### config.mk
export PLATFORM = sky130hd
export DESIGN_NAME = wb_master_arbiter
export DESIGN_NICKNAME = d
export VERILOG_FILES = /design/src/rtl/wb_master_arbiter.sv
export SDC_FILE = /design/constraint.sdc
export NUM_CORES = 1
export LEC_CHECK = 0
export BUFFER_PORTS_ARGS = -buffer_cell sky130_fd_sc_hd__buf_2
export CAP_MARGIN = 5
export CORE_MARGIN = 10
export CORE_UTILIZATION = 35
export DETAILED_ROUTE_END_ITERATION = 12
export PLACE_DENSITY = 0.77
export SLEW_MARGIN = 10
export SYNTH_ARGS = -nofsm -noshare
export SYNTH_HDL_FRONTEND = slang
export SYNTH_SLANG_ARGS = --single-unit
export TNS_END_PERCENT = 10
### constraint.sdc
create_clock -name CLK -period 1.9 [get_ports CLK]
set_input_delay 0.095 -clock CLK [delete_from_list [all_inputs] [get_ports CLK]]
set_output_delay 0.095 -clock CLK [all_outputs]
set_load 0.01 [all_outputs]
### src/rtl/wb_master_arbiter.sv
// Round-robin arbiter sharing one Wishbone crossbar master port between two masters,
// with a per-transfer ACK timeout that errors the owner and drains the bus.
//
// state | meaning
// IDLE  | no owner, crossbar sees CYC/STB low, masters stalled
// OWN0  | M0 drives the crossbar port
// OWN1  | M1 drives the crossbar port
// DRAIN | timed out; owner held off the bus until it drops CYC
module wb_master_arbiter #(
  parameter int TIMEOUT_CYCLES = 256,
  parameter int CNT_W          = 9
) (
  input  logic        CLK,
  input  logic        RST,
  input  logic [1:0]  WBM_CYC,
  input  logic [1:0]  WBM_STB,
  input  logic [1:0]  WBM_WE,
  input  logic [63:0] WBM_ADDR,
  input  logic [15:0] WBM_WDATA,
  input  logic [1:0]  WBM_SEL,
  output logic [1:0]  WBM_STALL,
  output logic [1:0]  WBM_ACK,
  output logic [7:0]  WBM_RDATA,
  output logic [1:0]  WBM_ERR,
  output logic        WBX_CYC,
  output logic        WBX_STB,
  output logic        WBX_WE,
  output logic [31:0] WBX_ADDR,
  output logic [7:0]  WBX_WDATA,
  output logic        WBX_SEL,
  input  logic        WBX_STALL,
  input  logic        WBX_ACK,
  input  logic [7:0]  WBX_RDATA,
  input  logic        WBX_ERR
);

  typedef enum logic [1:0] {
    IDLE  = 2'd0,
    OWN0  = 2'd1,
    OWN1  = 2'd2,
    DRAIN = 2'd3
  } state_t;

  localparam bit TMO_EN = (TIMEOUT_CYCLES > 0);
  localparam logic [CNT_W-1:0] TMO_LAST = CNT_W'(TMO_EN ? TIMEOUT_CYCLES - 1 : 0);

  state_t           state;
  logic             owner;
  logic             last;
  logic [CNT_W-1:0] cnt;
  logic             pend;
  logic             tmo_err;

  logic [1:0] req;
  logic       grant_idx;
  logic       own_act;
  logic       xfer_done;

  assign req       = WBM_CYC & WBM_STB;
  assign grant_idx = (req == 2'b11) ? ~last : req[1];
  assign own_act   = (state == OWN0) || (state == OWN1);
  assign xfer_done = WBX_ACK | WBX_ERR;
  assign WBM_RDATA = WBX_RDATA;

  always_ff @(posedge CLK or posedge RST) begin
    if (RST) begin
      state   <= IDLE;
      owner   <= 1'b0;
      last    <= 1'b1;
      cnt     <= '0;
      pend    <= 1'b0;
      tmo_err <= 1'b0;
    end else begin
      tmo_err <= 1'b0;
      case (state)
        IDLE: begin
          cnt  <= '0;
          pend <= 1'b0;
          if (req != 2'b00) begin
            owner <= grant_idx;
            state <= grant_idx ? OWN1 : OWN0;
          end
        end
        OWN0, OWN1: begin
          if (!WBM_CYC[owner]) begin
            state <= IDLE;
            last  <= owner;
          end else if (xfer_done) begin
            // a response in the timeout cycle still counts as a normal completion
            cnt  <= '0;
            pend <= 1'b0;
          end else if (TMO_EN && (pend || WBX_STB)) begin
            pend <= 1'b1;
            if (cnt == TMO_LAST) begin
              tmo_err <= 1'b1;
              cnt     <= '0;
              state   <= DRAIN;
            end else begin
              cnt <= cnt + CNT_W'(1);
            end
          end
        end
        DRAIN: begin
          if (!WBM_CYC[owner]) begin
            state <= IDLE;
            last  <= owner;
          end
        end
        default: state <= IDLE;
      endcase
    end
  end

  always_comb begin
    WBX_CYC   = 1'b0;
    WBX_STB   = 1'b0;
    WBX_WE    = 1'b0;
    WBX_ADDR  = '0;
    WBX_WDATA = '0;
    WBX_SEL   = 1'b0;
    WBM_STALL = 2'b11;
    WBM_ACK   = 2'b00;
    WBM_ERR   = 2'b00;
    if (own_act) begin
      WBX_CYC          = WBM_CYC[owner];
      WBX_STB          = WBM_STB[owner];
      WBX_WE           = WBM_WE[owner];
      WBX_ADDR         = owner ? WBM_ADDR[63:32] : WBM_ADDR[31:0];
      WBX_WDATA        = owner ? WBM_WDATA[15:8] : WBM_WDATA[7:0];
      WBX_SEL          = WBM_SEL[owner];
      WBM_STALL[owner] = WBX_STALL;
      WBM_ACK[owner]   = WBX_ACK;
      WBM_ERR[owner]   = WBX_ERR;
    end
    // tmo_err is only ever set on the edge into DRAIN, so owner is still valid
    if (tmo_err) WBM_ERR[owner] = 1'b1;
  end

endmodule
==> metrics.md, run 1 <==
| Metric | Value |
|---|---|
| Clk Latency, worst-skew pair | 0.26 ns |
| Worst setup SP type | flop |
| Commonest non-fill, non-tap cells in the layout | 142 x buf_2, 44 x nor2b_1, 44 x mux2i_1 |
| Crit Path Class | flop to flop |
| Die Ht | 93.0 um |
| Count of flip-flops with a built-in enable after synthesis | 0 |
| Drt total wl | 7.78 mm |
| GRT overflow | 0 |
| First-pass GRT wire length | 11.7 mm |
| Die Footprint | 8650 sq um |
| Worst VDD drop | 0.000641 V |
| Post-Syn Nets | 323 |
| CTS Sinks | 15 |
| Cell area after synthesis | 1870 sq um |
| FMAX | 536 MHz |
| Reg clk slew, reported paths | 0.07 ns |
| Status | finished clean |
| Post-DP Area | 2600 sq um |
| #FFs+latches synth | 15 |
| Synth Flop Type | dfrtp_1 |
| CP required | 2.04 ns |
| Fill cell count | 506 |
| Asr flop ratio synth | 100% |
| Number of routed nets with antenna violations | 0 |
| Hold Crit Class | primary input to flop |
| Starting Density | 36.3% |
| Max-cap violations | 0 |
| Worst-Margin Slew | 0.633 ns |
| Total GRT Usage | 16.3% |
| Max FO, Critical Path | 5 |
| Leading cell type in the layout, fill and taps excluded | buf_2 |
| Initial antenna violation count | 0 |
| Slew margin rel. | 57.7% |
| Worst Setup End Kind | flop |
| Final hold vios | 0 |
| Vias in the first global route | 2,159 |
| Mean area per synthesized cell | 8.56 sq um |
| DIE WIDTH | 93.0 um |
| Tmin final | 1.86 ns |
| Mapped Cells | 218 |
| Layout cells sized above 1 | 49.7% |
| CTS tree | yes |
| Nets | 458 |
| Drt via density | 5.08 |
| Arrival @ worst endpoint | 2.00 ns |
| Final critical-path share of the clock period | 98.1% |
| IO Count | 159 |
| Setup TNS | 0 ns |
| Setup violations, final | 0 |
| Fin area | 2720 sq um |
| RSZ-0062 raised after global routing | true |
| Row Count | 26 |
| Largest net degree at the start of global routing | 49 |
| Initial DRT Pass Iterations | 4 |
| YS warnings | 0 |
| Clock Tree Buf Depth | 2 |
| Synth-to-Final Area Change | 45.9% |
| CTS root buf | clkbuf_8 |
| Leak pwr | 1.50 nW |
| CTS buffer count | 3 |
| Setup Buffers After CTS | 0 |
| Initial DRC count | 77 |
| Final Max Tran Viols | 0 |
| Via count | 2,150 |
| Synth unique cells | 44 |
| Final GP Congestion | 0.893 |
| DPL Wire Length | 6.21 mm |
| Core footprint | 5140 sq um |
| PortBufs | 142 |
| Detailed-route wire length per cell | 18.4 um |
| PD cells | 1480 nW/um^2 |
| Post-synthesis sequential area ratio | 20.2% |
| Final setup skew | 0.00715 ns |
| DR DRC count | 0 |
| H-tree levels | 1 |
## critical path: stages (launching register included)
cell,delay (ns)
dfrtp_1,0.41
ha_2,0.23
and4_4,0.27
nand4_2,0.18
or3_4,0.43
o211a_1,0.23
## cells in the mapped netlist (all sizes together) (3+ instances only)
library cell	number	area [sq um]
a21oi	3	15.0
a31oi	5	31.3
buf	16	114
clkbuf	6	22.5
dfrtp	14	350
ha	4	50.1
inv	4	15.0
mux2i	45	454
nand2	12	45.0
nand3	10	50.1
nand4	3	25.0
nor2	10	40.0
nor2b	44	275
o211a	3	30.0
o21ai	9	45.0
## registers in the layout, summed over array words and instances, names as in the netlist
signal   count
cnt          9
last         1
owner        1
pend         1
state        2
tmo_err      1
## through the flow
| step | utilization [%] | worst slack [ns] | total power, mW | hold WS [ns] | cells |
|---|---|---|---|---|---|
| after detailed placement | 50.6 | 0.0321 | 3.61 | 0.190 | 416 |
| after global placement | 50.6 | 0.0844 | 3.57 | 0.190 | 416 |
| after CTS | 52.5 | 0.0471 | 4.01 | 0.165 | 422 |
| after floorplan | - | 0.157 | 2.54 | -0.00424 | 218 |
| final | 53.0 | 0.0355 | 4.02 | 0.175 | 423 |
| after global routing | 52.9 | -0.0215 | 4.31 | 0.190 | 422 |
## cell families after synthesis
family	share of synthesized area [%]
AO/OA/AOI/OAI	13.9
adder cells (fa/ha/maj)	2.68
buffers and inverters	8.12
flip-flops	20.2
multiplexers	26.0
AND/OR/NAND/NOR	29.2
## layer usage
metal	wire [um]	vias to the layer above	part of all wire, %	track usage, %
li1	-	1048	-	-
met1	3130	996	40	18.1
met2	3880	98	50	30.3
met3	709	8	9.1	5.12
met4	70	0	0.90	2.44
met5	0	-	0	0
## path summary, 6_finish.rpt
check                           start       end  slack [ns]  cells past startpoint
max                            cnt[0]  state[0]        0.04                      5
min                        WBM_CYC[0]      last        0.17                      3
max reg2reg                    cnt[0]  state[0]        0.04                      5
min reg2reg                      last      last        0.50                      2
max in group asynchronous         RST     owner        0.99                      3
min in group asynchronous         RST    cnt[0]        0.46                      3
## where the power goes
part / internal (mW) / switching, mW / total [mW]
combinational: 1.55 / 1.72 / 3.28
sequential: 0.392 / 0.0859 / 0.478
clock: 0.146 / 0.125 / 0.270
## layout make-up
class / instances / area, sq um / share of cell area (%)
flip-flops and latches: 15 / 378 / 13.9
inverters: 4 / 15.0 / 0.551
clock inverters: 1 / 5.00 / 0.184
clock buffers: 3 / 41.3 / 1.52
repair buffers: 151 / 806 / 29.6
diodes: 1 / 2.50 / 0.0919
well taps: 70 / 87.6 / 3.22
multi-input cells: 178 / 1390 / 51.0
## repair_timing
| item | CTS | global route |
|---|---|---|
| resized for setup | 6 | 6 |
| pin swaps | 2 | 1 |
| setup endpoints to repair | 1 | 11 |
| cloned | 1 | 0 |
| hold buffers | 1 | 0 |
| hold endpoints to repair | 14 | 0 |
Power figures use the tool's default switching activity.
==> run 2, diff against run 1 <==
CORE_MARGIN = 1   (was 10)
==> metrics.md, run 2 (synthesis gave the netlist of run 1 again) <==
| Metric | Value |
|---|---|
| Met3 Use GR | 3.35% |
| PD cells | 1470 nW/um^2 |
| Total GRT Usage | 18.7% |
| Clk Latency, worst-skew pair | 0.25 ns |
| CTS tree | yes |
| N_diodes | 0 |
| PortBufs | 142 |
| Crit path largest cell delay | 0.45 ns |
| Top delay family on crit path | simple AND/OR/NAND/NOR gates |
| Power, Total | 4.06 mW |
| HP Start | WBM_CYC[0] |
| Layout cells sized above 1 | 50.4% |
| CTS root buf | clkbuf_8 |
| Arrival @ worst endpoint | 1.76 ns |
| Final setup skew | 0.00229 ns |
| Final GP Congestion | 0.807 |
| CTS Sinks | 15 |
| RSZ-0062 raised after global routing | true |
| Worst setup path startpoint | state[0] |
| Worst VDD drop | 0.000653 V |
| DR DRC count | 0 |
| Setup TNS | 0 ns |
| Reg clk slew, reported paths | 0.06 ns |
| Final critical-path share of the clock period | 97.9% |
| Post-Layout Cell Count | 429 |
| Hold Crit Class | primary input to flop |
| Met2 usage | 32.5% |
| Worst-path cell chain | inv_2 > ha_4 > buf_6 > buf_8 > or3b_2 > buf_6 |
| Leak pwr | 1.53 nW |
| Setup violations, final | 0 |
| First-pass GRT wire length | 8.11 mm |
| Finished Core Util | 54.0% |
| Initial DRT Pass Iterations | 4 |
| Synth-to-Final Area Change | 48.0% |
| Number of routed nets with antenna violations | 0 |
| CP most frequent cell | buf_6 |
| Tmin final | 1.86 ns |
| Max-cap violations | 0 |
| Leading cell type in the layout, fill and taps excluded | buf_2 |
| Drt via density | 4.89 |
| Via count | 2,097 |
| Slowest cell on crit path | or3b_2 |
| Grt met1 use | 22.7% |
| Nets | 465 |
| Die Footprint | 5630 sq um |
| Clock Tree Buf Depth | 2 |
| GRT overflow | 0 |
| Buffers and inverters on the worst path | 4 |
| Dpl cells | 419 |
| Drt total wl | 6.00 mm |
| Initial antenna violation count | 0 |
| H-tree levels | 1 |
| CTS buffer count | 3 |
| Worst setup SP type | flop |
| Commonest non-fill, non-tap cells in the layout | 141 x buf_2, 44 x nor2b_1, 44 x mux2i_1 |
| Worst-Margin Slew | 0.613 ns |
| Max FO, Critical Path | 6 |
| Detailed-route wire length per cell | 14.0 um |
| CP required | 1.80 ns |
| Die Ht | 75.0 um |
| FMAX | 538 MHz |
| Vias in the first global route | 1,774 |
| Max reg flops | 9 |
| Initial DRC count | 50 |
| Row Count | 26 |
| Final hold vios | 0 |
| Top Registers | cnt: 9 flops, state: 2 flops |
| Core footprint | 5110 sq um |
| Largest net degree at the start of global routing | 40 |
| Slew margin rel. | 59.1% |
| DPL Wire Length | 4.59 mm |
| Register with the most flip-flops | cnt |
| Reg-to-Reg Start | cnt[0] |
| Crit Path Class | flop to output port |
| Status | finished clean |
| IO Count | 159 |
| Final Max Tran Viols | 0 |
| Starting Density | 36.5% |
| Worst Setup End Kind | output port |
| Most Crowded Layer GR | met2 |
| DIE WIDTH | 75.0 um |
[run 2: worst paths after layout]
path	end	slack, ns	depth (start not counted)
max in group asynchronous	owner	1.01	3
setup reg to reg	state[1]	0.09	5
setup / recovery	WBM_STALL[0]	0.04	6
hold reg to reg	last	0.50	2
hold / removal	last	0.18	3
min in group asynchronous	cnt[8]	0.46	3
[run 2: final cells by class]
type | count | area (sq um)
Fill cell | 485 | 2350
Multi-Input combinational cell | 178 | 1370
Timing Repair Buffer | 158 | 863
Sequential cell | 15 | 378
Tap cell | 70 | 87.6
Clock buffer | 4 | 45.0
Inverter | 4 | 15.0
[run 2: what timing repair did]
action                     4_1_cts  5_1_grt
resized for setup                4        7
gates cloned                     0        1
hold buffers                     1        0
pin swaps                        0        2
buffers inserted                 2        2
hold endpoints to repair        14        0
setup endpoints to repair        1       11
[run 2: through the flow]
step                cell area (sq um)  hold WS (ns)  setup slack, ns
floorplan                        1870      -0.00424            0.157
global placement                 2620         0.190           0.0867
detailed placement               2620         0.190           0.0149
CTS                              2720         0.160           0.0135
global route                     2760         0.176          -0.0133
finish                           2760         0.176           0.0405
[run 2: power by group]
group          internal, mW  switching (mW)  leakage, nW
logic                  1.64            1.67         1.31
registers             0.392          0.0794        0.199
clock network         0.149           0.122       0.0228
[run 2: worst reg2reg max path, delay by kind of cell, from the launching register on]
kind,cells,cell delay (ns)
flops,1,0.41
compound gates,1,0.23
fa+ha+maj,1,0.23
simple gates,3,0.84
[run 2: layer usage]
layer | vias up | part of all wire, %
li1 | 1059 | -
met3 | 12 | 7.8
met1 | 941 | 41
met5 | - | 0
met4 | 0 | 2.4
met2 | 85 | 49
==> run 3, diff against run 2 <==
CORE_ASPECT_RATIO = 2   (was not set)
==> metrics.md, run 3 (synthesis gave the netlist of run 1 again) <==
| Metric | Value |
|---|---|
| Crit path largest cell delay | 0.40 ns |
| Arrival @ worst endpoint | 2.04 ns |
| Leading cell type in the layout, fill and taps excluded | buf_2 |
| Clk Latency, worst-skew pair | 0.26 ns |
| Place WS | -0.0390 ns |
| Tmin final | 1.86 ns |
| Initial antenna violation count | 0 |
| First-pass GRT wire length | 8.43 mm |
| Highest metal used | met4 |
| Die Footprint | 5640 sq um |
| Drt via density | 5.26 |
| Finished Core Util | 52.6% |
| Power, Total | 3.92 mW |
| Worst VDD drop | 0.00119 V |
| Synth-to-Final Area Change | 44.9% |
| Detailed-route wire length per cell | 14.0 um |
| DR DRC count | 0 |
| Vias in the first global route | 2,119 |
| DIE WIDTH | 53.6 um |
| Final GP Congestion | 0.793 |
| Status | finished clean |
| Top Registers | cnt: 9 flops, state: 2 flops |
| Total GRT Usage | 19.8% |
| Drt total wl | 5.79 mm |
| Crit Path Class | flop to flop |
| DPL Wire Length | 4.66 mm |
| GRT overflow | 0 |
| Layout cells sized above 1 | 50.1% |
| Final Max Tran Viols | 0 |
| Max-cap violations | 0 |
| Final critical-path share of the clock period | 97.9% |
| H-tree levels | 1 |
| CTS root buf | clkbuf_8 |
| Met2 Wirelength | 3.35 mm |
| Logic pwr share | 80.9% |
| Internal power | 2.09 mW |
| Starting Density | 36.3% |
| Post-DP Area | 2590 sq um |
| Number of routed nets with antenna violations | 0 |
| CTS Sinks | 15 |
| Die Ht | 105 um |
| Hold Slack | 0.173 ns |
| Core footprint | 5140 sq um |
| Switching portion of total power | 46.8% |
| Fin area | 2700 sq um |
| FMAX | 538 MHz |
| Worst setup SP type | flop |
| Setup slack after layout | 0.0408 ns |
| CP required | 2.08 ns |
| Row Count | 37 |
| CTS buffer count | 3 |
| Initial DRT Pass Iterations | 4 |
| Commonest non-fill, non-tap cells in the layout | 142 x buf_2, 44 x nor2b_1, 44 x mux2i_1 |
| Slowest cell on crit path | or3b_4 |
| Largest net degree at the start of global routing | 50 |
| Final hold vios | 0 |
| Max FO, Critical Path | 8 |
| RSZ-0062 raised after global routing | true |
| Via count | 2,172 |
| IO Count | 159 |
| CTS tree | yes |
| Sw Pwr | 1.83 mW |
| Reg power frac | 12.1% |
| Initial DRC count | 35 |
| PortBufs | 142 |
| Leak pwr | 1.49 nW |
| Worst-Margin Slew | 0.622 ns |
| N_diodes | 0 |
| Worst Setup End Kind | flop |
| Register with the most flip-flops | cnt |
| Setup violations, final | 0 |
| Nets | 461 |
| Worst-path cell chain | inv_2 > ha_4 > or3b_4 > a211oi_4 > nor2_2 > a31oi_1 |
| Max reg flops | 9 |
| PD cells | 1450 nW/um^2 |
| Clock power share | 7.0% |
| Met1 wire length | 1.87 mm |
| Clock Tree Buf Depth | 2 |
| Reg clk slew, reported paths | 0.07 ns |
| WL met3 | 503 um |
| Hold Crit Class | primary input to flop |
| Final setup skew | 0.00643 ns |
| Slew margin rel. | 58.5% |
## run 3: changes by cell type in the layout (fill, tap and decap cells not counted), sizes merged
cell | previous run | this run
clkbuf | 4 | 3
o211a | 4 | 3
buf | 157 | 154
clkinv | 0 | 1
## run 3: metal layers
layer  up-vias  GRT usage (%)
li1       1049              -
met2       106           41.8
met5         -              0
met3         9           2.02
met4         0           7.33
met1      1008           16.2
## run 3: power by group through the flow
stage,Sequential [mW],Clock (mW),Combinational [mW]
finish,0.476,0.273,3.17
global route,0.483,0.283,3.47
detailed placement,0.471,0,3.09
CTS,0.466,0.276,3.11
global placement,0.468,0,3.04
floorplan,0.435,0,2.11
## run 3: timing repair
item                       4_1_cts  5_1_grt
hold endpoints to repair        14        0
setup endpoints to repair        3       14
pin swaps                        1        5
hold buffers                     1        0
setup buffers                    0        3
gates resized for setup          1        7
## run 3: worst paths after layout
kind | from | depth (start not counted) | end | slack [ns]
setup / recovery | state[0] | 6 | cnt[5] | 0.04
hold / removal | WBM_CYC[0] | 3 | last | 0.17
setup reg to reg | state[0] | 6 | cnt[5] | 0.04
hold reg to reg | cnt[8] | 1 | cnt[8] | 0.51
max in group asynchronous | RST | 3 | owner | 1.00
min in group asynchronous | RST | 3 | cnt[6] | 0.46
## run 3: critical path, delay by kind of cell, from the launching register on
family | cells | cell delay, ns
buffers and inverters | 1 | 0.06
AOI/OAI and AO/OA | 2 | 0.58
DFF | 1 | 0.36
and+or+nand+nor | 2 | 0.49
adders and majority gates | 1 | 0.29
## run 3: area by class of cell
cell class              count  area (sq um)
clock inverters             1          5.00
clock buffers               3          41.3
repair buffers            155           827
well taps                  58          72.6
inverters                   4          15.0
fillers                   520          2430
multi-input cells         177          1370
flip-flops and latches     15           378
## run 3: per-stage QoR
stage,setup TNS [ns],std cells
after global routing,-0.167,413
after floorplan,0,218
after global placement,0,405
after CTS,-0.0199,410
after detailed placement,-0.0645,405
final,0,413
